===== src/rtl/dbl_pkg.sv =====
// Shared binary64 field constants and converter FSM states for the
// sample <-> double converter family.
package dbl_pkg;

    localparam int DBL_BIAS  = 1023;
    localparam int DBL_EXP_W = 11;
    localparam int DBL_MAN_W = 52;

    localparam logic [63:0] DBL_POS_ZERO = 64'h0000_0000_0000_0000;

    typedef enum logic [2:0] {
        IDLE,
        LOAD,
        NORM,
        PACK,
        OUT
    } conv_state_e;

endpackage


===== src/rtl/rr_arbiter.sv =====
// Round-robin arbiter: grants the first requester at or after ptr_i (mod N),
// gated by gnt_en_i. Produces a one-hot grant and the granted index.
module rr_arbiter #(
    parameter  int N  = 2,
    localparam int IW = (N > 1) ? $clog2(N) : 1
) (
    input  logic [N-1:0]  req_i,
    input  logic [IW-1:0] ptr_i,
    input  logic          gnt_en_i,
    output logic [N-1:0]  gnt_o,
    output logic [IW-1:0] gnt_idx_o,
    output logic          gnt_valid_o
);

    always_comb begin
        logic [IW-1:0] idx;
        // NOTE: every variable gets a default before the search loop so no
        // path leaves it unassigned, which would otherwise infer a latch.
        idx         = '0;
        gnt_idx_o   = '0;
        gnt_valid_o = 1'b0;
        for (int i = 0; i < N; i++) begin
            idx = IW'((int'(ptr_i) + i) % N);
            if (!gnt_valid_o && req_i[idx]) begin
                gnt_valid_o = 1'b1;
                gnt_idx_o   = idx;
            end
        end
        gnt_valid_o = gnt_valid_o & gnt_en_i;
        gnt_o       = gnt_valid_o ? (N'(1) << gnt_idx_o) : '0;
    end

endmodule


===== src/rtl/sig_to_double_mc.sv =====
// Multi-channel signed fixed-point to IEEE-754 binary64 converter: per-channel
// holding registers feed one shared shift-normaliser through a round-robin arbiter.
module sig_to_double_mc
    import dbl_pkg::*;
#(
    parameter  int WIDTH     = 16,
    parameter  int FRAC_BITS = 15,
    parameter  int CHANNELS  = 2,
    localparam int CH_BITS   = (CHANNELS > 1) ? $clog2(CHANNELS) : 1
) (
    input  logic                      clk_operation,
    input  logic                      rst,
    input  logic [CHANNELS*WIDTH-1:0] in_data,
    input  logic [CHANNELS-1:0]       in_valid,
    output logic [CHANNELS-1:0]       in_ready,
    output logic [63:0]               out_double,
    output logic [CH_BITS-1:0]        out_ch,
    output logic                      out_valid,
    input  logic                      out_ready,
    output logic                      busy
);

    localparam logic [11:0] EXP_INIT = 12'(DBL_BIAS + WIDTH - 1 - FRAC_BITS);

    logic [CHANNELS-1:0]  full_q;
    logic [WIDTH-1:0]     hold_q [CHANNELS];

    conv_state_e          state_q;
    logic [CH_BITS-1:0]   ptr_q, ptr_d;
    logic [CH_BITS-1:0]   ch_q;
    logic [WIDTH-1:0]     sample_q;
    logic                 sign_q;
    logic [WIDTH-1:0]     mag_q, mag_d;
    logic [11:0]          exp_q;
    logic [63:0]          out_double_q;
    logic [CH_BITS-1:0]   out_ch_q;
    logic                 out_valid_q;

    logic [CHANNELS-1:0]  gnt;
    logic [CH_BITS-1:0]   gnt_idx;
    logic                 gnt_valid;
    logic [DBL_MAN_W-1:0] man_d;

    rr_arbiter #(.N(CHANNELS)) u_arb (
        .req_i       (full_q),
        .ptr_i       (ptr_q),
        .gnt_en_i    (state_q == IDLE),
        .gnt_o       (gnt),
        .gnt_idx_o   (gnt_idx),
        .gnt_valid_o (gnt_valid)
    );

    assign in_ready = ~full_q & {CHANNELS{~rst}};

    always_ff @(posedge clk_operation) begin
        for (int k = 0; k < CHANNELS; k++) begin
            if (rst || gnt[k]) begin
                full_q[k] <= 1'b0;
            end else if (in_valid[k] && in_ready[k]) begin
                // NOTE: sample storage is not reset; the full flag alone says
                // whether its contents mean anything.
                full_q[k] <= 1'b1;
                hold_q[k] <= in_data[k*WIDTH +: WIDTH];
            end
        end
    end

    always_comb begin
        ptr_d = (gnt_idx == CH_BITS'(CHANNELS - 1)) ? '0 : gnt_idx + 1'b1;
        mag_d = sample_q[WIDTH-1] ? (~sample_q + 1'b1) : sample_q;
        man_d = DBL_MAN_W'(mag_q[WIDTH-2:0]) << (DBL_MAN_W + 1 - WIDTH);
    end

    // Normalisation looks one step ahead (LOAD skips NORM when already
    // normalised, NORM exits on the shift that sets the MSB) so a result
    // appears 4+shifts cycles after the sample is accepted.
    always_ff @(posedge clk_operation) begin
        if (rst) begin
            // NOTE: state is updated with non-blocking assignments so every
            // register samples pre-edge values, independent of statement order.
            state_q      <= IDLE;
            ptr_q        <= '0;
            out_valid_q  <= 1'b0;
            out_double_q <= DBL_POS_ZERO;
            out_ch_q     <= '0;
        end else begin
            case (state_q)
                IDLE: begin
                    if (gnt_valid) begin
                        sample_q <= hold_q[gnt_idx];
                        ch_q     <= gnt_idx;
                        ptr_q    <= ptr_d;
                        state_q  <= LOAD;
                    end
                end
                LOAD: begin
                    sign_q <= sample_q[WIDTH-1];
                    mag_q  <= mag_d;
                    exp_q  <= EXP_INIT;
                    if (mag_d == '0) begin
                        out_double_q <= DBL_POS_ZERO;
                        out_ch_q     <= ch_q;
                        out_valid_q  <= 1'b1;
                        state_q      <= OUT;
                    end else if (mag_d[WIDTH-1]) begin
                        state_q <= PACK;
                    end else begin
                        state_q <= NORM;
                    end
                end
                NORM: begin
                    if (mag_q[WIDTH-1]) begin
                        state_q <= PACK;
                    end else begin
                        mag_q <= mag_q << 1;
                        exp_q <= exp_q - 12'd1;
                        if (mag_q[WIDTH-2]) begin
                            state_q <= PACK;
                        end
                    end
                end
                PACK: begin
                    out_double_q <= {sign_q, exp_q[DBL_EXP_W-1:0], man_d};
                    out_ch_q     <= ch_q;
                    out_valid_q  <= 1'b1;
                    state_q      <= OUT;
                end
                OUT: begin
                    if (out_ready) begin
                        out_valid_q <= 1'b0;
                        state_q     <= IDLE;
                    end
                end
                default: state_q <= IDLE;
            endcase
        end
    end

    assign out_double = out_double_q;
    assign out_ch     = out_ch_q;
    assign out_valid  = out_valid_q;
    assign busy       = (state_q != IDLE);

endmodule

===== config.mk =====
export PLATFORM = sky130hd
export DESIGN_NAME = sig_to_double_mc
export DESIGN_NICKNAME = d
export VERILOG_FILES = /design/src/rtl/dbl_pkg.sv /design/src/rtl/rr_arbiter.sv /design/src/rtl/sig_to_double_mc.sv
export SDC_FILE = /design/constraint.sdc
export NUM_CORES = 1
export LEC_CHECK = 0
export ABC_AREA = 1
export CAP_MARGIN = 15
export CORE_ASPECT_RATIO = 0.75
export CORE_MARGIN = 2
export CORE_UTILIZATION = 46
export CTS_CLUSTER_SIZE = 10
export DETAILED_ROUTE_END_ITERATION = 12
export PLACE_DENSITY = 0.76
export SYNTH_ARGS = -nofsm -noshare
export SYNTH_HDL_FRONTEND = slang
export SYNTH_SLANG_ARGS = --single-unit

===== constraint.sdc =====
create_clock -name clk_operation -period 3 [get_ports clk_operation]
set_input_delay 0.6 -clock clk_operation [delete_from_list [all_inputs] [get_ports clk_operation]]
set_output_delay 0.6 -clock clk_operation [all_outputs]
set_load 0.05 [all_outputs]

==> Word-level counts from Yosys, hierarchy flattened <==
Memory sizes are Yosys's and may differ from the RTL's. A register that Yosys moved wholly into a read port is not among the register bits.
Cells that the tools add are included.
W data, S select, Z words.
{ "word_totals": {"regBits": 102, "latchBits": 0, "mem_bits_rw": 32, "rom_bits": 0, "in_bits": 37, "output_inout_bits": 69, "word_cells": 89, "mem_count": 1} }
{ "mem_list": {"columns": ["name", "words", "word_bits", "rd", "rd_clocked_by_memory_dff", "write_ports", "line_no", "text"], "rows": [
  ["hold_q", 2, 16, 1, 1, 2, "sig_to_double_mc.sv:26", "logic [WIDTH-1:0] hold_q [CHANNELS];"]
]} }
{ "classes": {"addsub": 4, "mul": 0, "div_mod_pow": 0, "n_lt_le_gt_ge": 2, "eq_ne": 9, "n_shift": 1, "n_mux": 35, "n_bitwise": 5, "n_reduce_logical": 20} }
{ "op_table": {"columns": ["operator", "n"], "rows": [
  ["$pmux W64 S2", 1],
  ["$mux W64", 1],
  ["$mux W16", 2],
  ["$pmux W16 S2", 1],
  ["$pmux W12 S2", 1],
  ["$mux W1", 19],
  ["$add A16 B1 Y16 const B", 1],
  ["$logic_not A16 Y1", 1],
  ["$not A16 Y16", 1],
  ["$mux W3", 5],
  ["$pmux W3 S5", 1],
  ["$mux W12", 1],
  ["$reduce_and A3 Y1", 4],
  ["$sub A12 B1 Y12 const B", 1],
  ["$ne A2 B2 Y1 const B", 4],
  ["$reduce_and A2 Y1", 4],
  ["$eq A3 B2 Y1 const B", 2],
  ["$reduce_bool A3 Y1", 2],
  ["$lt A1 B2 Y1 const B", 2],
  ["$reduce_bool A2 Y1", 2],
  ["$eq A3 B1 Y1 const B", 1],
  ["$eq A3 B3 Y1 const B", 1],
  ["$logic_and A1 B1 Y1", 3],
  ["$logic_not A3 Y1", 1],
  ["other kinds (12)", 14]
]} }

==> Depth between registers and ports, before layout <==
{ "depth": {"word_depth": 11, "depth_mapped": 15, "ltp_nobuf": 14} }

==> Modules after synthesis <==
From an unflattened synthesis, not the netlist that was laid out.
{ "hier_totals": {"hier_cells": 576, "hier_area_um2": 5180.0} }
{ "modules_own_cells": {"columns": ["mod", "instances", "cells_each", "area_per_inst_um2", "seq_area_each_um2"], "rows": [
  ["sig_to_double_mc", 1, 567, 5138.7, 3012.9],
  ["rr_arbiter", 1, 9, 41.3, 0.0]
]} }

==> Worst setup path before layout <==
OpenSTA, ideal clock, no wires.
{ "synth_path": {"path_type": "reg2reg", "start": "register state_q[1]", "end": "register exp_q[0] (enable)", "setup_time_ps": 418, "t_arrival_ps": 2386, "t_required_ps": 2582, "setup_slack_ps": 197, "path_stages_with_launch": 7, "path_buffers": 0, "synth_period_minus_slack_ps": 2803, "cell_sequence": "dfxtp_1 inv_1 nor3_2 inv_2 nor2_1 inv_1 a21oi_1"} }
{ "synth_between": {"elab_chain_len": 3, "elab_cells_between_ends": 5, "classes_between": "eq/ne: 3; reduce/logical: 2"} }
{ "synth_rtl": {"columns": ["element", "line_no", "text"], "rows": [
  ["start: declaration", "sig_to_double_mc.sv:28", "conv_state_e state_q;"],
  ["start signal: assignment", "sig_to_double_mc.sv:81", "state_q <= IDLE;"],
  ["start signal: assignment", "sig_to_double_mc.sv:93", "state_q <= LOAD;"],
  ["start signal: assignment", "sig_to_double_mc.sv:104", "state_q <= OUT;"],
  ["$eq A3 B2 Y1 / $eq A3 B1 Y1 (equally long branches)", "sig_to_double_mc.sv:87", "case (state_q)"],
  ["$ne A2 B2 Y1 (no line) / $reduce_bool A2 Y1 (equally long branches)", null, null],
  ["$reduce_and A3 Y1 (no line) (*)", null, null],
  ["end signal: assignment", "sig_to_double_mc.sv:116", "exp_q <= exp_q - 12'd1;"],
  ["end: declaration", "sig_to_double_mc.sv:34", "logic [11:0] exp_q;"]
]} }
Every way passes the cells marked *; elsewhere a longest branch is shown, timed or not.
A chain may end at the register's enable or synchronous reset.

==> Final worst setup path <==
{ "layout_path": {"start": "register state_q[2]", "end": "output port busy"} }
{ "layout_between": {"elab_chain_len": 1} }
{ "layout_rtl": {"columns": ["element", "line_no", "text"], "rows": [
  ["$reduce_bool A3 Y1", "sig_to_double_mc.sv:142", "assign busy = (state_q != IDLE);"],
  ["end: declaration", "sig_to_double_mc.sv:20", "output logic busy"]
]} }
No other way between the ends.

==> flow_metrics.tcl <==
set metrics [dict create \
    antenna_found_initial 0 \
    die_y_um 95.09 \
    setup_violations 0 \
    pwr-share-clk 0.260 \
    drtPass1Iterations 4 \
    synth_seq_cells 112 \
    synthToLayoutAreaGrowth_pct 20.24 \
    num_antenna_cells 0 \
    pwr-share-comb 0.280 \
    overflow 0 \
    grt_pass1_vias 3399 \
    switching_share 0.3383 \
    rsz0062_at_grt "false" \
    drc 0 \
    cts_hold_buf 0 \
    seq_power_share 0.461 \
    tightestPinTransition_ns 0.9377 \
    p_leak_nw 2.369 \
    endpoint_kind "output port" \
    slew_headroom 0.3742 \
    tns_ns 0 \
    globalplace.congestion 0.8347 \
    layout-drive-gt1-share 0.07642 \
    numPortBuffers 68 \
    die-width_um 125.5 \
    synth_cells 541 \
    fp.coreArea_um2 10860 \
    cts.sinks 112 \
    final_nets 649 \
    final_hold_viol_count 0 \
    clk_pin_slew_ns 0.07 \
    finalHoldWorstSlack_ns 0.4792 \
    p_int_mw 3.020 \
    rrSetupSlack_ns 0.69 \
    drt_iter0_drc 227 \
    cp-start-kind "flop" \
    ant_nets 0 \
    arrival_ns 1.86 \
    cp_data_required_time_ns 2.40 \
    period_share 0.8189 \
    hold_class "flop to flop" \
    fp.dieArea_um2 11930 \
    status "finished clean" \
    max_freq_mhz 407.0 \
    clk_path_buf_depth 2 \
    yosysUniqueCellTypes 38 \
    hpwl_um 7054 \
    drt-wirelength-per-cell_um 12.66 \
    cts_buffers 9 \
    grt_usage 0.1676 \
    cts_root_buffer "clkbuf_16" \
    clock_latency_ns 0.34 \
    syn_area_per_cell_um2 9.406 \
    cts_tree "built" \
    final_util 0.5634 \
    yosys_warnings 0 \
    h-tree-depth 3 \
    grt_pass1_wl_um 16020 \
    vias_per_cell 4.833 \
    finalClockSkew_ns 0.008783 \
    cap_viol_max_count 0 \
    post-route-min-period_ns 2.457 \
    postCtsSetupBuffers 0 \
    grt_max_degree 34 \
    ys_seq_area_frac 0.5921 \
    start_util 0.4686 \
    ios 106 \
    powerDensity_nw_per_um2 746.0 \
    synth_area_um2 5089 \
    path_max_fanout 5 \
    num_vias 3649 \
    critPathKind "flop to output port" \
    totalWireLength_um 9562 \
    cts-resized-gates 0 \
    drv_slew 0 \
    power.switching_mw 1.544 \
    vdd.ir_drop.worst_mv 0.4179 \
    num_rows 33 \
]
==> critical path, cell delays in order, from the launching register on <==
cell	delay (ns)
dfxtp_1	0.43
inv_1	0.10
nand2_1	0.16
clkdlybuf4s50_1	0.83
==> registers in the layout, indices dropped and copies added (netlist names) <==
signal / flops
ch_q: 1
exp_q: 11
full_q: 2
hold_q: 32
mag_q: 16
out_ch: 1
out_double: 27
out_valid: 1
ptr_q: 1
sample_q: 16
sign_q: 1
state_q: 3
==> worst paths after layout <==
check             cells past startpoint                       to                     from
setup reg to reg                     11  state_q[2]$_SDFFE_PP0P_   sample_q[15]$_DFFE_PP_
hold reg to reg                       2       ptr_q$_SDFFE_PP0P_       ptr_q$_SDFFE_PP0P_
hold / removal                        2       ptr_q$_SDFFE_PP0P_       ptr_q$_SDFFE_PP0P_
setup / recovery                      3                     busy  state_q[2]$_SDFFE_PP0P_
==> power groups by stage <==
stage	clock [mW]	combinational [mW]	sequential, mW
after floorplan	0	0.837	2.22
after global placement	0	1.25	2.13
after detailed placement	0	1.28	2.14
after CTS	1.21	1.28	2.10
after global routing	1.27	1.42	2.13
final	1.19	1.28	2.10
==> Yosys cell counts <==
library cell,count,area [um^2]
a211oi_1,1,7.510
a21o_1,1,7.510
a21oi_1,40,200.2
a22o_1,9,78.83
and2_0,1,6.260
and3_1,1,6.260
buf_1,1,3.750
buf_2,3,15.01
buf_4,39,292.8
buf_6,1,11.26
clkbuf_1,12,45.04
clkinv_1,1,3.750
conb_1,1,3.750
dfxtp_1,35,700.7
edfxtp_1,77,2312
ha_1,2,25.02
inv_1,39,146.4
inv_2,3,11.26
nand2_1,146,548.0
nand2_2,1,6.260
nand2_4,1,11.26
nand3_1,46,230.2
nand3_2,3,30.03
nand3b_1,2,15.01
nand4_1,5,31.28
nor2_1,38,142.6
nor2_2,4,25.02
nor3_1,5,25.02
nor3_2,2,20.02
nor4_1,3,18.77
o21ai_0,10,50.05
o21ai_1,1,5.000
o21bai_1,1,7.510
o22a_1,1,8.760
o22ai_1,1,6.260
or2_2,2,12.51
xnor2_1,1,8.760
xor2_1,1,8.760
==> layer usage <==
metal | GRT usage | part of all wire | up-vias
li1 | - | - | 1872
met1 | 0.2343 | 0.48 | 1630
met2 | 0.2604 | 0.44 | 136
met3 | 0.04265 | 0.063 | 11
met4 | 0.05093 | 0.011 | 0
met5 | 0 | 0 | -
==> placed cells by master (no fill, tap or decap), types with 10 or more instances in the layout <==
master,instances
nor2_1,38
buf_4,10
conb_1,37
dfxtp_1,35
nand3_1,46
clkdlybuf4s50_1,66
a21oi_1,39
o21ai_0,10
inv_1,39
edfxtp_1,77
nand2_1,146
==> kinds of logic (layout without fill, tap and decap cells) <==
group / Yosys count / in the layout / share of synthesized area
compound gates: 65 / 65 / 0.07303
simple gates: 260 / 260 / 0.2218
fa+ha+maj: 2 / 2 / 0.004917
other cells: 1 / 37 / 0.0007369
xor+xnor: 2 / 2 / 0.003443
flops: 112 / 112 / 0.5921
buf+inv: 99 / 137 / 0.1040
==> per-stage QoR <==
step	cells	power, mW	worst slack (ns)	instance area (um^2)
CTS	755	4.596	0.5405	6118
global placement	739	3.383	0.7700	5821
global route	755	4.816	0.4167	6118
finish	755	4.564	0.5433	6118
detailed placement	739	3.416	0.7348	5821
floorplan	577	3.058	0.1967	5224
==> area by class of cell <==
cell class / count / area (um^2)
Clock buffer: 10 / 232.7
Clock inverter: 6 / 65.06
Fill cell: 941 / 4741
Inverter: 43 / 161.4
Multi-Input combinational cell: 366 / 1695
Sequential cell: 112 / 3013
Tap cell: 140 / 175.2
Timing Repair Buffer: 78 / 775.7
Power figures use the tool's default switching activity.
